--- config.mk ---
export PLATFORM = sky130hd
export DESIGN_NAME = deserializer_n
export DESIGN_NICKNAME = d
export VERILOG_FILES = /design/src/rtl/deserializer_n.sv
export SDC_FILE = /design/constraint.sdc
export NUM_CORES = 1
export LEC_CHECK = 0
export CAP_MARGIN = 40
export CORE_UTILIZATION = 30
export CTS_BUF_LIST = sky130_fd_sc_hd__clkbuf_4 sky130_fd_sc_hd__clkbuf_8 sky130_fd_sc_hd__clkbuf_16
export CTS_CLUSTER_SIZE = 8
export DETAILED_ROUTE_END_ITERATION = 12
export SLEW_MARGIN = 25
export SYNTH_ARGS = -nofsm -noshare
export SYNTH_HDL_FRONTEND = slang
export SYNTH_SLANG_ARGS = --single-unit
--- constraint.sdc ---
create_clock -name clock_100KHZ -period 1.4 [get_ports clock_100KHZ]
set_input_delay 0.21 -clock clock_100KHZ [delete_from_list [all_inputs] [get_ports clock_100KHZ]]
set_output_delay 0.21 -clock clock_100KHZ [all_outputs]
set_load 0.01 [all_outputs]
--- src/rtl/deserializer_n.sv ---
// deserializer_n: serial-to-parallel receiver for the 100 kHz domain.
// Shifts in WIDTH bits strobed by write_in and presents the assembled word
// to the downstream queue with a data_ready/ack_in handshake.
//
// Handshake: data_ready rises on the edge that accepts the final bit of a
// frame and stays high, with data_out and parity_err frozen, until ack_in is
// sampled high. The ack edge clears the word and the block re-arms one cycle
// later. status_out is high exactly while bits are being accepted.
//
// Optional feature: define DESER_PARITY_EN to append one parity bit to every
// frame and drive parity_err; without it parity_err is tied low and the port
// list is unchanged.
//
// The FSM state is held in state_q (type state_t) for checkers to bind to.
module deserializer_n #(
  parameter int WIDTH       = 8,
  parameter int MSB_FIRST   = 1,
  parameter int TIMEOUT_CYC = 0,
  parameter int PARITY_ODD  = 0
) (
  input  logic                       clock_100KHZ,
  input  logic                       reset,
  input  logic                       data_in,
  input  logic                       write_in,
  input  logic                       ack_in,
  output logic                       status_out,
  output logic [WIDTH-1:0]           data_out,
  output logic                       data_ready,
  output logic [$clog2(WIDTH+2)-1:0] bit_count,
  output logic                       timeout_err,
  output logic                       parity_err
);

  localparam int CW = $clog2(WIDTH + 2);
  localparam int IW = (TIMEOUT_CYC < 2) ? 1 : $clog2(TIMEOUT_CYC + 1);

`ifdef DESER_PARITY_EN
  localparam int FRAME_BITS = WIDTH + 1;
`else
  localparam int FRAME_BITS = WIDTH;
`endif

  typedef enum logic [1:0] {
    ST_START   = 2'd0,
    ST_RECEIVE = 2'd1,
`ifdef DESER_PARITY_EN
    ST_PARITY  = 2'd2,
`endif
    ST_WAIT    = 2'd3
  } state_t;

  state_t          state_q;
  state_t          state_d;
  logic [WIDTH-1:0] data_q;
  logic [CW-1:0]    count_q;
  logic [IW-1:0]    idle_q;
  logic             timeout_q;
  logic             active;
  logic             last_data;
  logic             timeout_hit;

  // Receiving window (data or parity bit) and the frame-complete / stale-word decisions.
  always_comb begin
    active = (state_q == ST_RECEIVE);
`ifdef DESER_PARITY_EN
    if (state_q == ST_PARITY) active = 1'b1;
`endif
    last_data   = (state_q == ST_RECEIVE) && write_in && (count_q == CW'(WIDTH - 1));
    timeout_hit = (TIMEOUT_CYC > 0) && active && (count_q != '0) && !write_in &&
                  (int'(idle_q) == TIMEOUT_CYC - 1);
  end

  // State register; asynchronous reset drops any frame in progress.
  always_ff @(posedge clock_100KHZ or posedge reset) begin
    if (reset) state_q <= ST_START;
    else       state_q <= state_d;
  end

  // Next-state logic.
  always_comb begin
    state_d = state_q;
    case (state_q)
      ST_START:   state_d = ST_RECEIVE;
      ST_RECEIVE: begin
        if (last_data) begin
`ifdef DESER_PARITY_EN
          state_d = ST_PARITY;
`else
          state_d = ST_WAIT;
`endif
        end
      end
`ifdef DESER_PARITY_EN
      ST_PARITY: begin
        if (timeout_hit)   state_d = ST_RECEIVE;
        else if (write_in) state_d = ST_WAIT;
      end
`endif
      ST_WAIT:    if (ack_in) state_d = ST_START;
      default:    state_d = ST_START;
    endcase
  end

  // Handshake outputs decoded from the state.
  always_comb begin
    status_out = active;
    data_ready = (state_q == ST_WAIT);
  end

  // Datapath: shift register, bit counter, idle counter and error flags.
  always_ff @(posedge clock_100KHZ or posedge reset) begin
    if (reset) begin
      data_q    <= '0;
      count_q   <= '0;
      idle_q    <= '0;
      timeout_q <= 1'b0;
    end else begin
      timeout_q <= 1'b0;
      if (timeout_hit) begin
        // Stale partial word: discard and start counting a fresh frame.
        data_q    <= '0;
        count_q   <= '0;
        idle_q    <= '0;
        timeout_q <= 1'b1;
      end else if (active && write_in) begin
        idle_q <= '0;
        if (count_q != CW'(FRAME_BITS)) count_q <= count_q + 1'b1;
        if (state_q == ST_RECEIVE) begin
          if (MSB_FIRST != 0) data_q <= {data_q[WIDTH-2:0], data_in};
          else                data_q <= {data_in, data_q[WIDTH-1:1]};
        end
      end else if (active && (count_q != '0) && (TIMEOUT_CYC > 0)) begin
        idle_q <= idle_q + 1'b1;
      end else if (!active) begin
        idle_q <= '0;
      end

      if ((state_q == ST_WAIT) && ack_in) begin
        data_q  <= '0;
        count_q <= '0;
      end
    end
  end

`ifdef DESER_PARITY_EN
  logic parity_q;
  logic parity_sense;

  assign parity_sense = (PARITY_ODD != 0);

  // Parity flag: computed when the parity bit is accepted, held through WAIT.
  always_ff @(posedge clock_100KHZ or posedge reset) begin
    if (reset) begin
      parity_q <= 1'b0;
    end else if ((state_q == ST_PARITY) && write_in && !timeout_hit) begin
      parity_q <= ((^data_q) ^ data_in) != parity_sense;
    end else if ((state_q == ST_WAIT) && ack_in) begin
      parity_q <= 1'b0;
    end
  end

  assign parity_err = parity_q;
`else
  assign parity_err = 1'b0;
`endif

  assign data_out    = data_q;
  assign bit_count   = count_q;
  assign timeout_err = timeout_q;

endmodule

==> results of run 1 <==
[cells in the final DEF (no fill, tap or decap), types with 2 or more instances in the layout]
master,netlist,routed
dfrtp_1,14,13
dlygate4sd2_1,0,10
buf_4,2,9
a22o_1,8,8
inv_1,6,6
buf_6,1,5
clkdlybuf4s50_1,0,4
nand2_1,3,3
o21ai_0,3,3
clkbuf_4,0,3
dlymetal6s2s_1,0,3
nor2_1,2,2
nand4b_1,2,2
nand3_1,2,2
ha_1,2,2
conb_1,1,2
[path summary, 6_finish.rpt]
kind,slack [ns],start,to,cells after the start
worst max-delay path,-0.05,state_q[1],bit_count[1],5
worst min-delay path,0.22,reset,data_out[5],3
worst max register to register,-0.05,state_q[1],bit_count[1],5
worst min register to register,0.51,data_out[7],data_out[7],1
max in group asynchronous,0.99,reset,bit_count[2],3
min in group clock_100KHZ,0.51,data_out[7],data_out[7],1
[registers in the layout (all words and copies together), names as in the netlist]
register and cells:
state_q 2, data_out 8, bit_count 4
[cell families after synthesis]
| family | after synthesis |
|---|---|
| buffers and inverters | 9 |
| and+or+nand+nor | 14 |
| DFF | 14 |
| muxes | 2 |
| other | 1 |
| adders and majority gates | 2 |
| AOI/OAI and AO/OA | 15 |
[stage by stage]
stage / TNS [ns] / instance area (sq um) / setup slack [ns]
after floorplan: 0 / 653 / 0.0992
after global placement: -0.0945 / 886 / -0.0423
after detailed placement: -0.148 / 886 / -0.0644
after CTS: -0.0843 / 962 / -0.0353
after global routing: -0.313 / 1020 / -0.101
final: -0.0555 / 1020 / -0.0527
[power by group through the flow]
stage / Sequential [uW] / Clock [uW] / Combinational (uW)
2_1_floorplan: 788 / 0 / 387
3_3_place_gp: 734 / 0 / 908
3_5_place_dp: 741 / 0 / 930
4_1_cts: 701 / 297 / 945
5_1_grt: 730 / 313 / 1100
6_report: 701 / 292 / 1000
[synthesized netlist by cell type (2+ instances only)]
master / count
nand3_1: 2
inv_1: 6
ha_1: 2
dfrtp_1: 14
a21oi_1: 2
nand4b_1: 2
o21ai_0: 3
a22o_1: 8
nor2_1: 2
nand2_1: 3
buf_4: 2
[metal layers]
layer / routed length (um) / vias to the layer above / global-route usage
met5: 0 / - / 0
li1: - / 269 / -
met2: 735 / 15 / 0.242
met4: 14 / 0 / 0.0588
met3: 53 / 3 / 0.0283
met1: 626 / 271 / 0.173
[timing repair]
action                                  in CTS  in global routing
pin swaps                                    0                  8
gates resized for setup                     14                 12
endpoints found under the setup margin      13                 15
buffers inserted                             6                  2
[final cells by class]
| type | count | area (sq um) |
|---|---|---|
| clock buffers | 4 | 36.3 |
| fillers | 192 | 983 |
| inverters | 6 | 22.5 |
| multi-input cells | 35 | 275 |
| flip-flops and latches | 14 | 352 |
| well taps | 27 | 33.8 |
| repair buffers | 32 | 299 |
[worst max-delay path: stages, from the launching register on]
cell and delay [ns]:
dfrtp_1 0.40, buf_6 0.13, buf_6 0.10, and3b_2 0.33
o21ai_4 0.09, mux2_4 0.30
==> metrics, run 1 <==
final WL 1430 um; status finished, violations left; max-slew violation count 0; crit path capture type flip-flop; global-route wire length before repair roughly 2500 um; skew final around 0.0021 ns; Synth area leader dfrtp_1; register area share after synthesis 0.539; fin util 0.509; Core Footprint around 2000 sq um; Post-DRT Antenna Nets 0; H-Tree Depth 1; Yosys top cell area share 0.539; Fin Hold WS 0.225 ns; Post-Synth Adder-Cell Area 0.0385; Final Cycle Share 1.04; failing checks negative setup slack; HPWL after DPL 954 um; Reg clk slew, reported paths about 0.090 ns; Setup crit start kind flip-flop; Worst EP required between 1.5 and 2 ns; syn avg cell area 11.4 sq um; GP Congestion ~0.8; Overflow after GRT 0; nets@finish 99; die area ~2400 sq um; Total Routing Usage GR 0.141; CP arrival between 1.5 and 2 ns; row count 16; via density per instance 4.73; setup ws final -0.0527 ns; peak fanout along the critical path 5; clk_lat worst skew 0.28 ns; pin count of the biggest net entering global routing 15; Pwr Total between 1500 and 2000 uW; n_diodes 0; CTS Root Cell clkbuf_4; fin crit period approximately 1.5 ns; Logic pwr share 0.502; Cell variety after synth 22; VDD IR-drop max approximately 0.8 mV; Layout Cells excl Fill between 100 and 150; internal cell power 1290 uW; final setup vio count 2; Max Root-Sink Buffers 2; Post-synth EDFFs 0; Yosys reg bits 14; Simple-Gate Fraction of Synth Area 0.135; PD cells roughly 2000 nW/um^2; critical path type flip-flop to flip-flop; Peak Freq 688 MHz; Die H 48.5 um; Die X 48.5 um; final hold violations 0; # DRC 0; Psw about 700 uW; RSZ-0062 raised after global routing true; main area contributors after synthesis dfrtp_1 54%, a22o_1 11%, ha_1 3.9%; router iterations before antenna repair 2; Clk pwr share 0.146; Synth Flop Type dfrtp_1; Ports 21; post-synthesis mux area share 0.0385; compound-gate portion of the synthesized area 0.168; layout cell share with drive strength beyond 1 0.286; Leak between 0.0005 and 0.0006 uW; initial antenna violation count 0; post-DR wirelength/cell ~12 um; vias in the first global route about 560; placed insts 106; Starting Density 0.324; Post-Synthesis Cells 57; largest family of logic cells by synthesized area compound AO/OA/AOI/OAI gates; routed via count 558; Clock Sinks 14; CTS tree yes; Async SR Flop Fraction 1.00; cell area after synthesis between 600 and 700 sq um; Hold Crit Class input port to asynchronous set/reset pin; TritonCTS Buffers 3; Post-Synth XOR/XNOR Area 0; yosys warns 0; Seq pwr share 0.352; Sw Ratio 0.351; initial drt markers 7; area grow syn2layout 56.8%; MaxCap Viol Count 0; number of I/O port buffers 18; CTS Hold Buffers Added 0
Power figures use the tool's default switching activity.
==> run 2, diff against run 1 <==
--- a/config.mk
+++ b/config.mk
@@ -6,10 +6,12 @@
 export NUM_CORES = 1
 export LEC_CHECK = 0
 export CAP_MARGIN = 40
+export CORE_MARGIN = 2
 export CORE_UTILIZATION = 30
 export CTS_BUF_LIST = sky130_fd_sc_hd__clkbuf_4 sky130_fd_sc_hd__clkbuf_8 sky130_fd_sc_hd__clkbuf_16
 export CTS_CLUSTER_SIZE = 8
 export DETAILED_ROUTE_END_ITERATION = 12
+export GPL_TIMING_DRIVEN = 0
 export SLEW_MARGIN = 25
 export SYNTH_ARGS = -nofsm -noshare
 export SYNTH_HDL_FRONTEND = slang
==> run 2 against run 1 <==
Net effect: the flow still finishes with violations (negative setup slack); maximum frequency rose by 0.55%; non-clock buffer count down 2; register-to-register slack is essentially flat; sequential share of layout area rose by 1.6 points; clock-buffer cell count stayed put; clock skew down 0.00081 ns; critical path depth did not move; global-route usage down 1.2 points; sequential power up 0.6%; die area increased by 8.4%; final area is 4.1% lower; critical path type unchanged; largest cell class unchanged; highest routed layer unchanged.
==> metrics, run 2 (synthesized netlist as in run 1, its figures left out) <==
Overflow after GRT 0 (unchanged); max incr delay on CP 0.41 ns (was 0.40 ns); HPWL after DPL 948 um (was 954 um); crit path capture type flip-flop (unchanged); number of I/O port buffers 18 (unchanged); initial drt markers 4 (was 7); Crit path max-delay family flip-flops (unchanged); internal cell power 1240 uW (was 1290 uW); clk_lat worst skew 0.28 ns (about the same); crit path from state_q[1] (unchanged); initial antenna violation count 0 (unchanged); most frequent CP cell buf_6 (unchanged); PD cells 1960 nW/um^2 (about the same); # DRC 0 (unchanged); final hold violations 0 (unchanged); Clock Sinks 14 (unchanged); via density per instance 4.61 (was 4.73); Fin Hold WS 0.252 ns (was 0.225 ns); CTS Hold Buffers Added 0 (unchanged); fin area 977 sq um (was 1020 sq um); Worst EP required 1.58 ns (was 1.57 ns); CTS Root Cell clkbuf_4 (unchanged); setup ws final -0.0447 ns (was -0.0527 ns); die area 2550 sq um (was 2350 sq um); status finished, violations left (unchanged); peak fanout along the critical path 4 (was 5); Hold Crit Class input port to asynchronous set/reset pin (unchanged); failing checks negative setup slack (unchanged); Total Routing Usage GR 0.130 (was 0.141); global-route wire length before repair 2300 um (was 2530 um); Max Root-Sink Buffers 2 (unchanged); worst r2r src state_q[1] (unchanged); max-slew violation count 0 (unchanged); relative slew slack 0.661; max FFs per register 8 (unchanged); vias in the first global route 474 (was 563); RSZ-0062 raised after global routing true (unchanged); n_diodes 0 (unchanged); routed via count 535 (was 558); Ports 21 (unchanged); GP Congestion 0.644 (was 0.799); commonest non-fill, non-tap cell in the layout dfrtp_1 (unchanged); nets@finish 97 (was 99); H-Tree Depth 1 (unchanged); setup total negative slack -0.0447 ns (was -0.0555 ns); cell chain of the critical path buf_6 -> buf_6 -> and3b_2 -> o21ai_4 -> mux2_4 (unchanged); VDD IR-drop max 0.732 mV (was 0.801 mV); Sw Ratio 0.354 (was 0.351); Clk pwr share 0.154 (was 0.146); Logic pwr share 0.478 (was 0.502); TritonCTS Buffers 3 (unchanged); Core Footprint 2000 sq um (unchanged); Seq pwr share 0.369 (was 0.352); worst slew pin tran 0.507 ns; dpl cell area 867 sq um (was 886 sq um); final WL 1470 um (was 1430 um); layout cell share with drive strength beyond 1 0.258 (was 0.286); post-DR wirelength/cell 12.7 um (was 12.1 um); critical path type flip-flop to flip-flop (unchanged); router iterations before antenna repair 4 (was 2); placed insts 103 (was 106); Leak 0.000518 uW (was 0.000555 uW); fin crit period 1.44 ns (was 1.45 ns); Psw 677 uW (was 700 uW); Peak Freq 692 MHz (was 688 MHz); Die X 50.5 um (was 48.5 um); row count 16 (unchanged); final setup vio count 1 (was 2); Post-DRT Antenna Nets 0 (unchanged); CTS tree yes (unchanged); Final Cycle Share 1.03 (was 1.04); skew final 0.00129 ns (was 0.00210 ns); WP buf/inv 2 (unchanged); Reg clk slew, reported paths 0.08 ns (was 0.09 ns); MaxCap Viol Count 0 (unchanged); slowest CP cell dfrtp_1 (unchanged); commonest cells after routing, fill and taps aside 12 x dfrtp_1, 11 x dlygate4sd2_1, 8 x a22o_1 (was 13 x dfrtp_1, 10 x dlygate4sd2_1, 9 x buf_4); CP arrival 1.62 ns (about the same); Layout Cells excl Fill 116 (was 118); area grow syn2layout 50.5% (was 56.8%); Setup crit start kind flip-flop (unchanged); Starting Density 0.324 (unchanged); pin count of the biggest net entering global routing 15 (unchanged); reg2reg setup slack -0.04 ns (was -0.05 ns); Die H 50.5 um (was 48.5 um)
run 2: stage by stage:
step	util	total power (uW)	setup slack [ns]
after CTS	0.468	1880	-0.0565
after detailed placement	0.433	1620	-0.0840
after global placement	0.433	1600	-0.0692
final	0.488	1910	-0.0447
after global routing	0.488	2060	-0.0698
after floorplan	-	1180	0.0992
run 2: layer usage:
metal | vias to the layer above | routed length (um) | GRT usage
li1 | 265 | - | -
met1 | 247 | 675 | 0.165
met2 | 19 | 665 | 0.182
met3 | 4 | 79 | 0.0327
met4 | 0 | 53 | 0.108
met5 | - | 0 | 0
run 2: cell type report:
| class | count | area, sq um |
|---|---|---|
| plain buffers | 3 | 26.3 |
| clock buffers | 4 | 36.3 |
| fillers | 198 | 1020 |
| inverters | 6 | 22.5 |
| multi-input cells | 35 | 262 |
| flip-flops and latches | 14 | 353 |
| well taps | 27 | 33.8 |
| repair buffers | 27 | 244 |
run 2: power groups by stage:
stage / logic [uW] / clock network [uW] / registers [uW]
2_1_floorplan: 387 / 0 / 788
3_3_place_gp: 860 / 0 / 741
3_5_place_dp: 876 / 0 / 744
4_1_cts: 871 / 304 / 707
5_1_grt: 996 / 328 / 738
6_report: 914 / 294 / 705
run 2: worst paths after layout:
path                           endpoint  depth (start not counted)
max                        bit_count[1]                          5
min                         data_out[6]                          2
max reg2reg                bit_count[1]                          5
min reg2reg                 data_out[7]                          1
max in group asynchronous  bit_count[0]                          2
min in group clock_100KHZ   data_out[7]                          1
run 2: timing repair:
| action | in CTS | in global routing |
|---|---|---|
| pin swaps | 1 | 2 |
| buffers inserted | 6 | 2 |
| gates resized for setup | 16 | 8 |
| endpoints found under the setup margin | 14 | 14 |
| cloned | 0 | 1 |
| endpoints found under the hold margin | 0 | 0 |
